### src/rtl/seq_alu.sv
`default_nettype none
// ============================================================================
// Module      : seq_alu
// Description : Clocked mini ALU. Operands and operation are captured on a
//               start pulse; add/subtract/pass finish after one compute
//               cycle, multiply runs a WIDTH-cycle shift-add loop. Result and
//               flags are registered and held until the next completion.
// Revision    : 1.0 - initial release
// ============================================================================
module seq_alu #(
    parameter int WIDTH = 4
) (
    input  logic               clk,
    input  logic               rst_n,
    input  logic               start,
    input  logic [1:0]         op,
    input  logic [WIDTH-1:0]   operand1,
    input  logic [WIDTH-1:0]   operand2,
    output logic               busy,
    output logic               done,
    output logic [2*WIDTH-1:0] result,
    output logic               negative
);

    localparam int              c_cw   = $clog2(WIDTH + 1);
    localparam logic [c_cw-1:0] c_last = c_cw'(WIDTH - 1);

    localparam logic       c_idle = 1'b0;
    localparam logic       c_calc = 1'b1;

    localparam logic [1:0] c_op_add = 2'b00;
    localparam logic [1:0] c_op_sub = 2'b01;
    localparam logic [1:0] c_op_mul = 2'b10;

    logic               r_state;
    logic [1:0]         r_op;
    logic [2*WIDTH-1:0] r_a;      // operand A; doubles as the shifting multiplicand
    logic [WIDTH-1:0]   r_b;      // operand B; doubles as the shifting multiplier
    logic [2*WIDTH-1:0] r_acc;
    logic [c_cw-1:0]    r_cnt;

    logic [WIDTH:0]     w_sum;
    logic [WIDTH:0]     w_diff;
    logic [2*WIDTH-1:0] w_quick;
    logic [2*WIDTH-1:0] w_acc_next;

    // One extra bit: carry for add, borrow (A < B) and sign for subtract.
    assign w_sum  = {1'b0, r_a[WIDTH-1:0]} + {1'b0, r_b};
    assign w_diff = {1'b0, r_a[WIDTH-1:0]} - {1'b0, r_b};

    assign busy = (r_state == c_calc);

    // Single-cycle results and the next shift-add accumulator value.
    always_comb begin
        w_acc_next = r_b[0] ? (r_acc + r_a) : r_acc;
        case (r_op)
            c_op_add: w_quick = {{(WIDTH-1){1'b0}}, w_sum};
            c_op_sub: w_quick = {{(WIDTH-1){w_diff[WIDTH]}}, w_diff};
            default:  w_quick = {{WIDTH{1'b0}}, r_a[WIDTH-1:0]};
        endcase
    end

    // Control FSM, operand capture, multiply loop and registered outputs.
    always_ff @(posedge clk or negedge rst_n) begin
        if (!rst_n) begin
            r_state  <= c_idle;
            r_op     <= 2'b00;
            r_a      <= '0;
            r_b      <= '0;
            r_acc    <= '0;
            r_cnt    <= '0;
            done     <= 1'b0;
            result   <= '0;
            negative <= 1'b0;
        end else begin
            done <= 1'b0;
            case (r_state)
                c_idle: begin
                    if (start) begin
                        r_op    <= op;
                        r_a     <= {{WIDTH{1'b0}}, operand1};
                        r_b     <= operand2;
                        r_acc   <= '0;
                        r_cnt   <= '0;
                        r_state <= c_calc;
                    end
                end
                default: begin
                    if (r_op == c_op_mul) begin
                        r_a   <= r_a << 1;
                        r_b   <= r_b >> 1;
                        r_cnt <= r_cnt + c_cw'(1);
                        r_acc <= w_acc_next;
                        // Last iteration publishes the final partial sum directly.
                        if (r_cnt == c_last) begin
                            result   <= w_acc_next;
                            negative <= 1'b0;
                            done     <= 1'b1;
                            r_state  <= c_idle;
                        end
                    end else begin
                        result   <= w_quick;
                        negative <= (r_op == c_op_sub) ? w_diff[WIDTH] : 1'b0;
                        done     <= 1'b1;
                        r_state  <= c_idle;
                    end
                end
            endcase
        end
    end

endmodule
`default_nettype wire

### config.mk
export PLATFORM = sky130hd
export DESIGN_NAME = seq_alu
export DESIGN_NICKNAME = d
export VERILOG_FILES = /design/src/rtl/seq_alu.sv
export SDC_FILE = /design/constraint.sdc
export NUM_CORES = 1
export LEC_CHECK = 0
export CORE_UTILIZATION = 40
export CTS_CLUSTER_DIAMETER = 100
export DETAILED_ROUTE_END_ITERATION = 10
export SLEW_MARGIN = 0
export SYNTH_ARGS = -nofsm -noshare
export SYNTH_HDL_FRONTEND = slang
export SYNTH_SLANG_ARGS = --single-unit
### constraint.sdc
create_clock -name clk -period 2.5 [get_ports clk]
set_input_delay 0.25 -clock clk [delete_from_list [all_inputs] [get_ports clk]]
set_output_delay 0.25 -clock clk [all_outputs]
set_load 0.01 [all_outputs]
# == Word-level counts from Yosys, hierarchy flattened ==
# Index checks and enable logic that the tools add are counted.
# op_classes
n_bitwise,1
n_eq_ne,5
n_mux,26
addsub,4
n_reduce_logical,5
# op_table
cell,n
8-bit two-way mux,9
8-bit case mux with 2 select lines,1
4-bit two-way mux,3
1-bit two-way mux,10
3-bit two-way mux,3
8-bit adder,1
2-bit AND reduction,3
4-bit by 4-bit adder with 5-bit output,1
4-bit by 4-bit subtractor with 5-bit output,1
2-bit by 1-bit != test with 1-bit output (second input constant),2
3-bit by 1-bit adder with 3-bit output (second input constant),1
3-bit by 2-bit == test with 1-bit output (second input constant),1
2-bit by 1-bit == test with 1-bit output (second input constant),1
2-bit == test (second input constant),1
2-bit logical NOT,1
2-bit nonzero test,1
1-bit inverter,1
# word_totals
register_bits,36
in_bits,13
out_inout_bits,11

# == Logic depth before layout (Yosys ltp) ==
# Gate-level depths: netlist of run 1.
# depth
depth_word,4
mapped_depth,8
mapped_depth_nobuf,8

# == Worst setup path after synthesis of run 1 ==
# Ideal clock, no wire load.
# synth_timing
path_type,register to register
startpoint,reg r_a[0]
endpoint,reg result[1]
t_arrival_ns,2.010
synth_period_minus_slack_ns,2.135
n_path_buf,0
path_stages_with_launch,6
path_slack_ns,0.365
path_cell_list,dfrtp_1 ha_1 fa_1 mux2_2 mux4_2 mux2_2
# synth_between
elab_chain_len,4
word_cells_on_any_way,7
classes_between,add/sub (3); mux (4)
# synth_rtl
element,line,rtl
"start, declared",37,logic [2*WIDTH-1:0] r_a;
"start signal, assigned",81,"r_a <= {{WIDTH{1'b0}}, operand1};"
"start signal, assigned",90,r_a <= r_a << 1;
8-bit adder,55,w_acc_next = r_b[0] ? (r_acc + r_a) : r_acc;
8-bit two-way mux,55,
8-bit two-way mux,95,if (r_cnt == c_last) begin
8-bit two-way mux *,89,if (r_op == c_op_mul) begin
"end signal, assigned",96,result <= w_acc_next;
"end signal, assigned",102,result <= w_quick;
"end, declared",21,"output logic [2*WIDTH-1:0] result,"
# Every way passes the cells marked *; elsewhere a longest branch is shown, timed or not. The select of a mux whose other input is x is not followed.
# A chain may end at the register's enable or synchronous reset.

# == Final worst setup path of run 1 ==
# layout_timing
startpoint,reg r_a[0]
endpoint,reg result[4]
# Same word-level chain as after synthesis.

==> results of run 1 <==
[worst min path at each step]
| stage | start | endpoint | slack (ns) | cells after the start |
|---|---|---|---|---|
| 6_report | rst_n | r_op[1] | 0.04 | 1 |
| 3_3_place_gp | rst_n | r_op[1] | 0.39 | 1 |
| 5_1_grt | rst_n | r_acc[7] | 0.11 | 1 |
| 4_1_cts | rst_n | r_acc[7] | 0.07 | 1 |
| 3_5_place_dp | rst_n | result[2] | 0.40 | 1 |
| 2_1_floorplan | rst_n | busy | -0.05 | 0 |
[synth_stat cells, types with 2 or more instances]
cell	count	area [µm²]
a211oi_1	3	22.5
a21o_1	5	37.5
a21oi_1	11	55.1
a221o_1	2	20.0
a22o_1	5	43.8
a31o_2	2	17.5
and2_1	2	12.5
buf_6	3	33.8
clkbuf_1	6	22.5
dfrtp_1	36	901
fa_1	3	60.1
ha_1	17	213
inv_1	12	45.0
mux2_2	2	22.5
mux2i_1	7	70.1
nand2_1	33	124
nand2b_1	2	12.5
nand3_1	11	55.1
nand3b_1	2	15.0
nand4_1	2	12.5
nor2_1	13	48.8
nor2b_1	2	12.5
nor3b_1	2	15.0
nor4_1	2	12.5
o21ai_0	19	95.1
o311ai_0	2	17.5
o31ai_1	6	45.0
xnor2_1	4	35.0
xor2_1	2	17.5
[sequential cells by signal, indices dropped and copies added, names as in the netlist, 2 cells and up]
name,flops
r_a,8
r_acc,8
r_b,4
r_cnt,3
r_op,2
result,8
[stage by stage]
stage,hold WS [ns],setup slack [ns],total power [mW]
6_report,0.0413,0.240,2.77
2_1_floorplan,-0.0456,0.365,1.81
3_5_place_dp,0.404,0.272,2.27
4_1_cts,0.0732,0.237,2.79
5_1_grt,0.110,0.0655,3.00
3_3_place_gp,0.391,0.317,2.25
[kinds of logic (layout without fill, tap and decap cells)]
kind of cell / Yosys count / in the layout / share of synthesized area [%]
buffers and inverters: 23 / 53 / 5.06
flip-flops: 36 / 36 / 40.0
AND/OR/NAND/NOR: 75 / 75 / 15.5
adder cells (fa/ha/maj): 20 / 20 / 12.1
XOR/XNOR: 6 / 6 / 2.33
AO/OA/AOI/OAI: 65 / 65 / 19.8
multiplexers: 10 / 10 / 5.11
[layer usage]
layer | global-route usage [%] | share of wire [%] | up-vias
met4 | 6.23 | 1.0 | 0
met5 | 0 | 0 | -
met1 | 28.4 | 53 | 869
met2 | 29.2 | 44 | 28
li1 | - | - | 905
met3 | 3.57 | 2.3 | 4
[cell type report]
cell class	count	area (µm²)
inverter	12	45.0
sequential	36	901
fill	528	2590
tap	70	87.6
timing repair buffer	33	300
multi-input combinational	176	1240
clock inverter	3	42.5
clock buffer	5	68.8
[power groups by stage]
stage | sequential (mW) | clock (mW) | combinational, mW
after floorplan | 0.935 | 0 | 0.879
after global placement | 0.921 | 0 | 1.33
after detailed placement | 0.927 | 0 | 1.34
after CTS | 0.917 | 0.525 | 1.34
after global routing | 0.947 | 0.551 | 1.50
final | 0.917 | 0.514 | 1.34
==> results.toml, run 1 <==
[cells_and_area]
diodes = 0
final_cell_mix = "36 x dfrtp_1, 33 x nand2_1, 22 x clkdlybuf4s50_1"
final_util_pct = 50.9
syn_to_final_growth_pct = 19.1
drive_above_1_share_pct = 9.81
fin_nets = 297
final_area_um2 = 2680
final_common_cell = "dfrtp_1"
final_cells = 335

[critical_path]
crit_required_ns = 2.70
crit_type = "register to register"
crit_path_frequent_cell = "o31ai_1"
crit_slowest_cell = "dfrtp_1"
rr_worst_depth = 7
endpoint = "result[4]"
path_cells = "ha_1, fa_1, a211oi_1, nor2_1, o311ai_0, o31ai_1, o31ai_1"
critPathCaptureType = "register"
cp-startpoint = "r_a[0]"
worstPathMaxFanout = 5
arrival_ns = 2.46
cp_top_family = "compound AO/OA/AOI/OAI gates"
worst-path-stages = 7
start_kind = "register"
r2r_start = "r_a[0]"
r2r_end = "result[4]"
path_buf_inv = 0
slowest_delay_ns = 0.43
rrSetupSlack_ns = 0.24

[sta]
fin_skew_ns = 0.0119
tns_ns = 0
tightest_slew_ns = 0.819
grt_setup_unrepaired = "false"
slew_violations = 0
fmax_mhz = 442
hold_viol_final = 0
fin_crit_ns = 2.26
finalCritPeriodShare_pct = 90.4
setup_viol = 0
slew_headroom_pct = 45.4

[drt]
routedWlPerCell_um = 15.4
first_iter_violations = 83
dr.pass1.iters = 4
via_per_inst = 5.39
vias = 1806
post-route-drc-count = 0
drtAntennaViolNets = 0
drt-total-wl_um = 5160

[floorplanning]
die_area_um2 = 5930
rows = 26
start_util_pct = 42.7
boundaryPins = 24
die_x_um = 77.0
core_um2 = 5270
fp.dieH_um = 77.0

[power_and_ir_drop]
peakVddDrop_v = 0.000508
clkPwrFrac_pct = 18.5
p_leak_nw = 1.27
seq_power_share_pct = 33.1
p_switching_mw = 1.10
p_per_area_nw_per_um2 = 1030
comb_power_share_pct = 48.4
switching_share_pct = 39.6
p_int_mw = 1.67

[clock_tree]
cts_setup_buffers = 0
worstSkewPairLatency_ns = 0.30
h-tree-depth = 2
clockBufferDepth = 2
cts.sinks = 36
clockRootBuffer = "clkbuf_8"
cts_tree = "done"
cts_buffers = 5
cts.repair.resized = 0
ctsHoldBuffers = 0
cts.clk_slew.worst_paths_ns = 0.07

[synth]
avgSynthCellArea_um2 = 9.58
async_flop_share_pct = 100
ys_ff_latch = 36
syn_nets = 268
yosysWarnings = 0
syn-cell-area_um2 = 2250
syn-instance-count = 235
synth_top_flop_cell = "dfrtp_1"
synth.distinct_cells = 46
yosysSeqAreaShare_pct = 40.0
synth_edf_count = 0

[grt]
track_usage_pct = 19.5
grt_pass1_wl_um = 8960
grt_pass1_vias = 1761
grt_max_degree = 37
antenna_found_initial = 0
overflow = 0

[placed_design]
dp_cells = 327
hpwl_um = 3800
place_congestion = 0.834
portBuffers = 23
placed_cell_area_um2 = 2570

[worst_hold_path]
hp-class = "input pin to asynchronous set/reset pin"

[flow_run]
cap_violations = 0

[status]
status = "finished, final reports clean"
Power figures use the tool's default switching activity.
==> run 2: changes to the inputs <==
- DONT_BUFFER_PORTS: not set -> 1
- clock period: 2.5 -> 2.75 ns (I/O delays scaled with it)
==> results.toml, run 2 (same netlist as run 1, synthesis figures left out) <==
[status]
status = "finished, final reports clean"

[floorplanning]
core_um2 = 5270
die_area_um2 = 5930
boundaryPins = 24
start_util_pct = 42.7
rows = 26
die_x_um = 77.0
fp.dieH_um = 77.0

[critical_path]
r2r_start = "r_a[0]"
crit_slowest_cell = "dfrtp_1"
r2r_end = "result[4]"
worstPathMaxFanout = 5
crit_required_ns = 2.94
start_kind = "register"
slowest_delay_ns = 0.43
crit_path_frequent_cell = "o31ai_1"
cp-startpoint = "r_a[0]"
rrSetupSlack_ns = 0.48
path_cells = "ha_1, fa_1, a211oi_1, nor2_1, o311ai_0, o31ai_1, o31ai_1"
arrival_ns = 2.45
crit_type = "register to register"
rr_worst_depth = 7
critPathCaptureType = "register"

[clock_tree]
clockBufferDepth = 2
clockRootBuffer = "clkbuf_8"
worstSkewPairLatency_ns = 0.29
cts.clk_slew.worst_paths_ns = 0.08
cts.repair.resized = 0
cts_tree = "done"
cts_buffers = 5
cts.sinks = 36
h-tree-depth = 2

[grt]
grt-busiest-layer = "met1"
grt_max_degree = 37
grt_use_met1_pct = 28.7
track_usage_pct = 19.4
grt.met3_usage_pct = 4.40
met2_usage_pct = 27.9
grt_pass1_wl_um = 8860
grt_pass1_vias = 1746
antenna_found_initial = 0
overflow = 0

[power_and_ir_drop]
p_per_area_nw_per_um2 = 964
peakVddDrop_v = 0.000437
p_leak_nw = 1.19

[drt]
drt-total-wl_um = 5170
drtAntennaViolNets = 0
via_per_inst = 5.45
vias = 1712
post-route-drc-count = 0
first_iter_violations = 70
routedWlPerCell_um = 16.5
dr.pass1.iters = 4

[cells_and_area]
drive_above_1_share_pct = 10.7
final_cell_mix = "36 x dfrtp_1, 33 x nand2_1, 19 x o21ai_0"
diodes = 0
reg_top3 = "r_a (8), r_acc (8), result (8)"
syn_to_final_growth_pct = 10.5
final_common_cell = "dfrtp_1"
fillers = 535
fin_nets = 276
final_area_um2 = 2490
final_cells = 314
final_util_pct = 47.2

[placed_design]
portBuffers = 0
dp_cells = 304
placed_cell_area_um2 = 2350
place_congestion = 0.858
hpwl_um = 3800
dp_slack_ns = 0.513

[worst_hold_path]
hp-class = "input pin to register"
hold_depth = 2
worst_hold_path.endpoint = "r_b[3]"
hold_start = "operand2[3]"

[sta]
fin_ws_ns = 0.483
finalCritPeriodShare_pct = 82.4
slew_headroom_pct = 66.3
fin_crit_ns = 2.27
tns_ns = 0
grt_setup_unrepaired = "false"
fin_skew_ns = 0.00706
setup_viol = 0
fmax_mhz = 441
slew_violations = 0
hold_viol_final = 0
tightest_slew_ns = 0.503

[flow_run]
cap_violations = 0
[run 2: changes by cell type in the layout (fill, tap and decap cells not counted), sizes merged]
cell	previous run	this run
clkdlybuf4s50	22	0
dlygate4sd3	0	1
clkinvlp	1	0
clkbuf	5	6
[run 2: power breakdown]
group / switching (mW) / total (mW) / internal [mW]
combinational: 0.577 / 1.04 / 0.461
clock: 0.191 / 0.461 / 0.269
sequential: 0.215 / 0.899 / 0.684
[run 2: worst max-delay path: cells and delay by family (launching register included)]
| family | cells | cell delay [ns] |
|---|---|---|
| and+or+nand+nor | 1 | 0.10 |
| adders and majority gates | 2 | 0.67 |
| DFF | 1 | 0.43 |
| AOI/OAI and AO/OA | 4 | 0.97 |
[run 2: per-layer routing]
metal,part of all wire [%],vias to the layer above,wire length (µm)
li1,-,858,-
met1,52,803,2680
met2,42,46,2170
met3,5.4,5,278
met4,0.89,0,46
met5,0,-,0
[run 2: how the worst max path moves through the flow]
stage,endpoint,slack [ns],cells past startpoint
floorplan,result[1],0.61,5
global placement,result[4],0.55,7
detailed placement,result[4],0.51,7
CTS,result[4],0.48,7
global route,result[4],0.31,7
finish,result[4],0.48,7
[run 2: cell type report]
type	count	area, µm²	area share, %
multi-input cells	176	1240	49.9
flip-flops and latches	36	901	36.2
repair buffers	12	105	4.23
well taps	70	87.6	3.52
clock buffers	6	72.6	2.92
inverters	12	45.0	1.81
clock inverters	2	35.0	1.41
[run 2: metrics by stage]
stage / power, mW / hold slack (ns)
detailed placement: 1.94 / -0.0193
floorplan: 1.65 / -0.0206
CTS: 2.42 / 0.0939
global route: 2.61 / 0.0897
finish: 2.40 / 0.100
global placement: 1.91 / -0.0194
[run 2: what timing repair did]
item                                   CTS  global route
hold buffers                             2             0
endpoints found under the hold margin   36             0
setup buffers                            0             0
